**src/rtl/mul_div_ctrl.sv**
```systemverilog
// ---------------------------------------------------------------------------
// mul_div_ctrl
//
// Iterative 32-bit multiply/divide unit that produces the HI/LO register pair
// of a MIPS-style pipeline. It retires one result bit per cycle, and every
// operation has the same fixed latency.
//
// Sequence: IDLE/DONE --start--> PREP (1) -> RUN (32) -> FIX (1) -> DONE (1)
//   start accepted on edge 0 : busy during cycles 1..34, done in cycle 35.
//
// Build option:
//   MUL_DIV_SIGNED_EN  when defined, op[0] selects signed MULT/DIV.
//                      When undefined, op[0] is ignored and every operation
//                      is unsigned.
//
// Ports:
//   clk      in   1   system clock, rising edge
//   reset    in   1   asynchronous, active-high reset
//   start    in   1   begin an operation (sampled in IDLE or DONE only)
//   op       in   2   00 MULTU, 01 MULT, 10 DIVU, 11 DIV
//   a        in   32  multiplicand / dividend
//   b        in   32  multiplier / divisor
//   hilo_rd  in   1   pipeline is issuing MFHI/MFLO this cycle
//   hi       out  32  product[63:32] or remainder
//   lo       out  32  product[31:0] or quotient
//   busy     out  1   operation in progress (PREP, RUN, FIX)
//   done     out  1   one-cycle pulse; hi/lo hold the new result
//   div0     out  1   pulses with done when a divide had b == 0
//   stall    out  1   hilo_rd & busy
// ---------------------------------------------------------------------------
module mul_div_ctrl (
    input  logic        clk,
    input  logic        reset,
    input  logic        start,
    input  logic [1:0]  op,
    input  logic [31:0] a,
    input  logic [31:0] b,
    input  logic        hilo_rd,
    output logic [31:0] hi,
    output logic [31:0] lo,
    output logic        busy,
    output logic        done,
    output logic        div0,
    output logic        stall
);

    typedef enum logic [2:0] {
        IDLE = 3'd0,
        PREP = 3'd1,
        RUN  = 3'd2,
        FIX  = 3'd3,
        DONE = 3'd4
    } state_t;

    state_t state, state_nxt;

    logic        accept;
    logic [31:0] a_r;
    logic [31:0] b_r;
    logic        is_div_r;
    logic        div0_r;
    logic [31:0] opnd;        // multiplicand or divisor magnitude during RUN
    logic [63:0] acc;         // mult: {partial, multiplier}; div: {rem, quotient}
    logic [4:0]  cnt;

    logic        sgn_a;
    logic        sgn_b;
    logic [31:0] mag_a;
    logic [31:0] mag_b;

    logic [32:0] mul_sum;
    logic [63:0] mul_step;
    logic [32:0] div_shift;
    logic [33:0] div_diff;
    logic [63:0] div_step;
    logic        div_diff_unused;

    logic [31:0] res_hi;
    logic [31:0] res_lo;

`ifdef MUL_DIV_SIGNED_EN
    logic is_signed_r;
    logic neg_res;            // quotient / product sign
    logic neg_rem;            // remainder follows the dividend

    function automatic logic [31:0] cond_neg32(input logic [31:0] v, input logic neg);
        return neg ? (~v + 32'd1) : v;
    endfunction

    function automatic logic [63:0] cond_neg64(input logic [63:0] v, input logic neg);
        return neg ? (~v + 64'd1) : v;
    endfunction

    assign sgn_a = is_signed_r & a_r[31];
    assign sgn_b = is_signed_r & b_r[31];
    assign mag_a = cond_neg32(a_r, sgn_a);
    assign mag_b = cond_neg32(b_r, sgn_b);
`else
    logic op0_unused;

    assign op0_unused = op[0];
    assign sgn_a      = 1'b0;
    assign sgn_b      = 1'b0;
    assign mag_a      = a_r;
    assign mag_b      = b_r;
`endif

    assign accept = start && ((state == IDLE) || (state == DONE));

    // -----------------------------------------------------------------------
    // FSM: state register
    // -----------------------------------------------------------------------
    always_ff @(posedge clk or posedge reset) begin
        if (reset) begin
            state <= IDLE;
        end else begin
            state <= state_nxt;
        end
    end

    // -----------------------------------------------------------------------
    // FSM: next state
    // -----------------------------------------------------------------------
    always_comb begin
        state_nxt = state;
        case (state)
            IDLE:    state_nxt = start ? PREP : IDLE;
            PREP:    state_nxt = RUN;
            RUN:     state_nxt = (cnt == 5'd31) ? FIX : RUN;
            FIX:     state_nxt = DONE;
            DONE:    state_nxt = start ? PREP : IDLE;
            default: state_nxt = IDLE;
        endcase
    end

    // -----------------------------------------------------------------------
    // FSM: outputs
    // -----------------------------------------------------------------------
    always_comb begin
        busy  = (state == PREP) || (state == RUN) || (state == FIX);
        done  = (state == DONE);
        div0  = (state == DONE) && div0_r;
        stall = hilo_rd && busy;
    end

    // -----------------------------------------------------------------------
    // RUN step: multiply, shift-add
    // The multiplier sits in acc[31:0] and is consumed LSB first. The
    // partial product builds up in acc[63:32], and the whole accumulator
    // shifts right once per cycle.
    // -----------------------------------------------------------------------
    assign mul_sum  = {1'b0, acc[63:32]} + {1'b0, (acc[0] ? opnd : 32'd0)};
    assign mul_step = {mul_sum, acc[31:1]};

    // -----------------------------------------------------------------------
    // RUN step: divide, restoring shift-subtract
    // The dividend sits in acc[31:0] and is consumed MSB first. The partial
    // remainder is in acc[63:32]. Because the remainder is always below the
    // divisor, the shifted value fits in 33 bits. A borrow out of bit 33
    // means "restore".
    // With a zero divisor, every step subtracts nothing. This leaves
    // quotient = all ones and remainder = dividend.
    // -----------------------------------------------------------------------
    assign div_shift       = {acc[63:32], acc[31]};
    assign div_diff        = {1'b0, div_shift} - {2'b00, opnd};
    assign div_diff_unused = div_diff[32];
    assign div_step        = div_diff[33] ? {div_shift[31:0], acc[30:0], 1'b0}
                                          : {div_diff[31:0],  acc[30:0], 1'b1};

    // -----------------------------------------------------------------------
    // FIX: result selection and sign correction
    // -----------------------------------------------------------------------
    always_comb begin
        res_hi = acc[63:32];
        res_lo = acc[31:0];
`ifdef MUL_DIV_SIGNED_EN
        if (is_div_r) begin
            res_hi = cond_neg32(acc[63:32], neg_rem);
            res_lo = cond_neg32(acc[31:0], neg_res);
        end else begin
            {res_hi, res_lo} = cond_neg64(acc, neg_res);
        end
`endif
        // A divide by zero reports the raw dividend, whatever the signedness.
        if (div0_r) begin
            res_hi = a_r;
            res_lo = 32'hFFFF_FFFF;
        end
    end

    // -----------------------------------------------------------------------
    // Datapath registers
    // -----------------------------------------------------------------------
    always_ff @(posedge clk or posedge reset) begin
        if (reset) begin
            a_r      <= 32'd0;
            b_r      <= 32'd0;
            is_div_r <= 1'b0;
            div0_r   <= 1'b0;
            opnd     <= 32'd0;
            acc      <= 64'd0;
            cnt      <= 5'd0;
            hi       <= 32'd0;
            lo       <= 32'd0;
`ifdef MUL_DIV_SIGNED_EN
            is_signed_r <= 1'b0;
            neg_res     <= 1'b0;
            neg_rem     <= 1'b0;
`endif
        end else begin
            if (accept) begin
                a_r      <= a;
                b_r      <= b;
                is_div_r <= op[1];
`ifdef MUL_DIV_SIGNED_EN
                is_signed_r <= op[0];
`endif
            end

            case (state)
                PREP: begin
                    cnt    <= 5'd0;
                    div0_r <= is_div_r && (b_r == 32'd0);
                    if (is_div_r) begin
                        acc  <= {32'd0, mag_a};
                        opnd <= mag_b;
                    end else begin
                        acc  <= {32'd0, mag_b};
                        opnd <= mag_a;
                    end
`ifdef MUL_DIV_SIGNED_EN
                    neg_res <= sgn_a ^ sgn_b;
                    neg_rem <= sgn_a;
`endif
                end
                RUN: begin
                    cnt <= cnt + 5'd1;
                    acc <= is_div_r ? div_step : mul_step;
                end
                FIX: begin
                    hi <= res_hi;
                    lo <= res_lo;
                end
                default: ;
            endcase
        end
    end

endmodule

```
**config.mk**
```make
export PLATFORM = sky130hd
export DESIGN_NAME = mul_div_ctrl
export DESIGN_NICKNAME = d
export VERILOG_FILES = /design/src/rtl/mul_div_ctrl.sv
export SDC_FILE = /design/constraint.sdc
export NUM_CORES = 1
export LEC_CHECK = 0
export ABC_AREA = 1
export ABC_CLOCK_PERIOD_IN_PS = 11830
export BUFFER_PORTS_ARGS = -buffer_cell sky130_fd_sc_hd__clkbuf_2
export CAP_MARGIN = 15
export CORE_MARGIN = 8
export CORE_UTILIZATION = 50
export DETAILED_ROUTE_END_ITERATION = 10
export GPL_TIMING_DRIVEN = 0
export PLACE_DENSITY = 0.69
export SLEW_MARGIN = 15
export SYNTH_ARGS = -nofsm -noshare
export SYNTH_HDL_FRONTEND = slang
export SYNTH_SLANG_ARGS = --single-unit
```
**constraint.sdc**
```tcl
create_clock -name clk -period 11.83 [get_ports clk]
set_input_delay 1.183 -clock clk [delete_from_list [all_inputs] [get_ports clk]]
set_output_delay 1.183 -clock clk [all_outputs]
set_load 0.1 [all_outputs]
```
==> flow_summary.yaml <==
status:
  status: "complete, no violations"
clock_tree:
  cts_buffers: 26
  holdBufCountCts: 0
  cts.sinks: 234
  clockBufferDepth: 3
  ctsResizeCount: 0
  cts_tree: "done"
  cts-root-buf: "clkbuf_16"
  insertion_delay_ps: 560
  clkTransAtPathRegs_ps: 60
  cts_setup_buffers: 0
  htreeDepth: 1
setup_path:
  r2r_slack_ps: 8390
  endpoint: "div0"
  required_ps: 10650
  worstSetupPathType: "register to output port"
  worst-path-max-fanout: 10
  reg2reg_from: "acc[0]"
  critPathLaunch: "div0_r"
  reg2reg_depth: 17
  endpoint_kind: "output port"
  arrival_ps: 2380
  worstReg2RegEnd: "acc[57]"
  worstSetupStartpointType: "register"
finish:
  final_layout_size_suffix_gt1_share_pct: 10.4
  antenna_cells: 0
  layout.nets: 2740
  syn_to_final_growth_pct: 13.5
detailed_routing:
  drt_iter0_markers: 1713
  drt-total-wl_um: 61900
  drt.antenna.violating_nets: 0
  vias_per_cell: 5.55
  routedWlPerCell_um: 20.2
  drc: 0
  first_pass_iters: 6
  vias: 16992
place:
  dp_worst_setup_slack_ps: 8620
  dp_hpwl_um: 50200
  routabilityCongestion: 0.968
  io_buffers: 136
global_route:
  grt_pass1_vias: 15807
  grt_pass1_wl_um: 92600
  track_usage_pct: 31.1
  antenna_found_initial: 0
  grt.overflow.total: 0
  grt_max_degree: 106
sta:
  slew_headroom_pct: 35.4
  rsz0062_at_grt: "false"
  period_share_pct: 30.1
  skew_ps: 13.1
  final_max_slew_viol_count: 0
  setup_violations: 0
  fmax_mhz: 280
  fin_ws_ps: 8260
  fin_setup_tns_ps: 0
  hold_violations: 0
  worstMarginPinSlew_ps: 968
  fin_crit_ps: 3570
yosys:
  synthArstFlopShare_pct: 100
  synth-adder-area-share_pct: 5.28
  ys_seq_area_share_pct: 35.7
  synth_top_area_cell: "dfrtp_1"
  synthCells: 2436
  synth_area_mm2: 0.0164
  yosysWarnings: 0
  synth_simple_gate_area_share_pct: 31.3
  ys.flop_type: "dfrtp_1"
  synthMuxAreaShare_pct: 1.29
  synth-xor-area-share_pct: 1.28
  synth_edf_count: 0
  synthesis.nets: 2574
  syn_avg_cell_area_um2: 6.73
  synthTopCellsByArea: "dfrtp_1 (36%), nand2_1 (17%), inv_1 (9.3%)"
  yosysUniqueCellTypes: 51
  synth_top_area_share_pct: 35.7
  synth-compound-area-share_pct: 12.9
  ys_ff_latch: 234
  synth_top_family_by_area: "simple AND/OR/NAND/NOR gates"
die:
  core_mm2: 0.0324
  die_y_um: 197
  die_x_um: 197
  start_util_pct: 50.6
  dieArea_mm2: 0.0388
  io_pins: 138
  num_rows: 66
job:
  drv_cap: 0
worst_hold_path:
  min_path_cells: 1
  worstHoldPathType: "register to register"
-- placed cells by master (no fill, tap or decap), types with 27 or more instances in the layout --
master,count
nand4_1,32
nand2_1,749
inv_1,403
nor2_1,248
a21oi_1,108
a31oi_1,60
clkbuf_2,136
o211ai_1,29
o21ai_0,103
dfrtp_1,234
ha_1,66
clkbuf_1,61
nand3_1,111
clkbuf_16,27
-- how the worst min path moves through the flow --
stage	from	slack (ps)	to
2_1_floorplan	cnt[4]	470	cnt[4]
3_3_place_gp	cnt[4]	490	cnt[4]
3_5_place_dp	cnt[4]	490	cnt[4]
4_1_cts	cnt[4]	510	cnt[4]
5_1_grt	cnt[4]	540	cnt[4]
6_report	cnt[4]	510	cnt[4]
-- synthesized netlist by cell type, drive strengths merged (6+ instances only) --
library cell,instances
a221oi,21
nor2,258
dfrtp,234
buf,40
inv,413
a31oi,60
clkbuf,58
nand2,759
ha,66
o221ai,10
mux2,17
o21ai,113
xnor2,16
o211ai,29
o21bai,6
nor3,23
nor4,10
nand3,121
nand4,32
a21oi,109
nand3b,14
xor2,8
-- flip-flops by register name, summed over array words and instances (netlist names) --
register,cells
hi,32
acc,64
cnt,5
is_div_r,1
a_r,32
opnd,32
div0_r,1
state,3
lo,32
b_r,32
-- logic make-up after synthesis --
kind of cell	after synthesis
adders and majority gates	68
AOI/OAI and AO/OA	357
xor gates and xnor gates	24
muxes	19
buffers and inverters	512
DFF	234
and+or+nand+nor	1222
-- worst max-delay path, cell delays in order (launching register included) --
cell and delay (ps):
dfrtp_1 400, clkinv_1 320, clkbuf_1 350, nor4_1 250, clkbuf_2 510
-- metal layers --
layer	wire length (µm)	up-vias	track usage, %	share of wire [%]
met3	6340	123	7.61	10
met2	26600	822	46.8	43
met1	26300	7968	43.0	43
met4	2600	0	11.4	4.2
li1	-	8079	-	-
met5	0	-	0	0
-- final cells by class --
| cell class | count | area (µm²) |
|---|---|---|
| Multi-Input combinational cell | 1690 | 8530 |
| Buffer | 98 | 452 |
| Clock buffer | 40 | 825 |
| Tap cell | 442 | 553 |
| Fill cell | 3256 | 13800 |
| Timing Repair Buffer | 138 | 736 |
| Sequential cell | 234 | 5860 |
| Inverter | 414 | 1560 |
| Clock inverter | 7 | 93.8 |
-- through the flow --
stage	instances	hold slack [ps]	util, %	instance area [µm²]
final	3063	514	57.5	18600
after global routing	3063	541	57.5	18600
after CTS	3063	515	57.5	18600
after detailed placement	3016	493	54.6	17700
after global placement	3014	491	54.4	17600
after floorplan	2436	473	-	16400
Power is left out: the tool's default activity adds up to more than one toggle a clock period on the data nets, which glitch-free logic cannot reach.
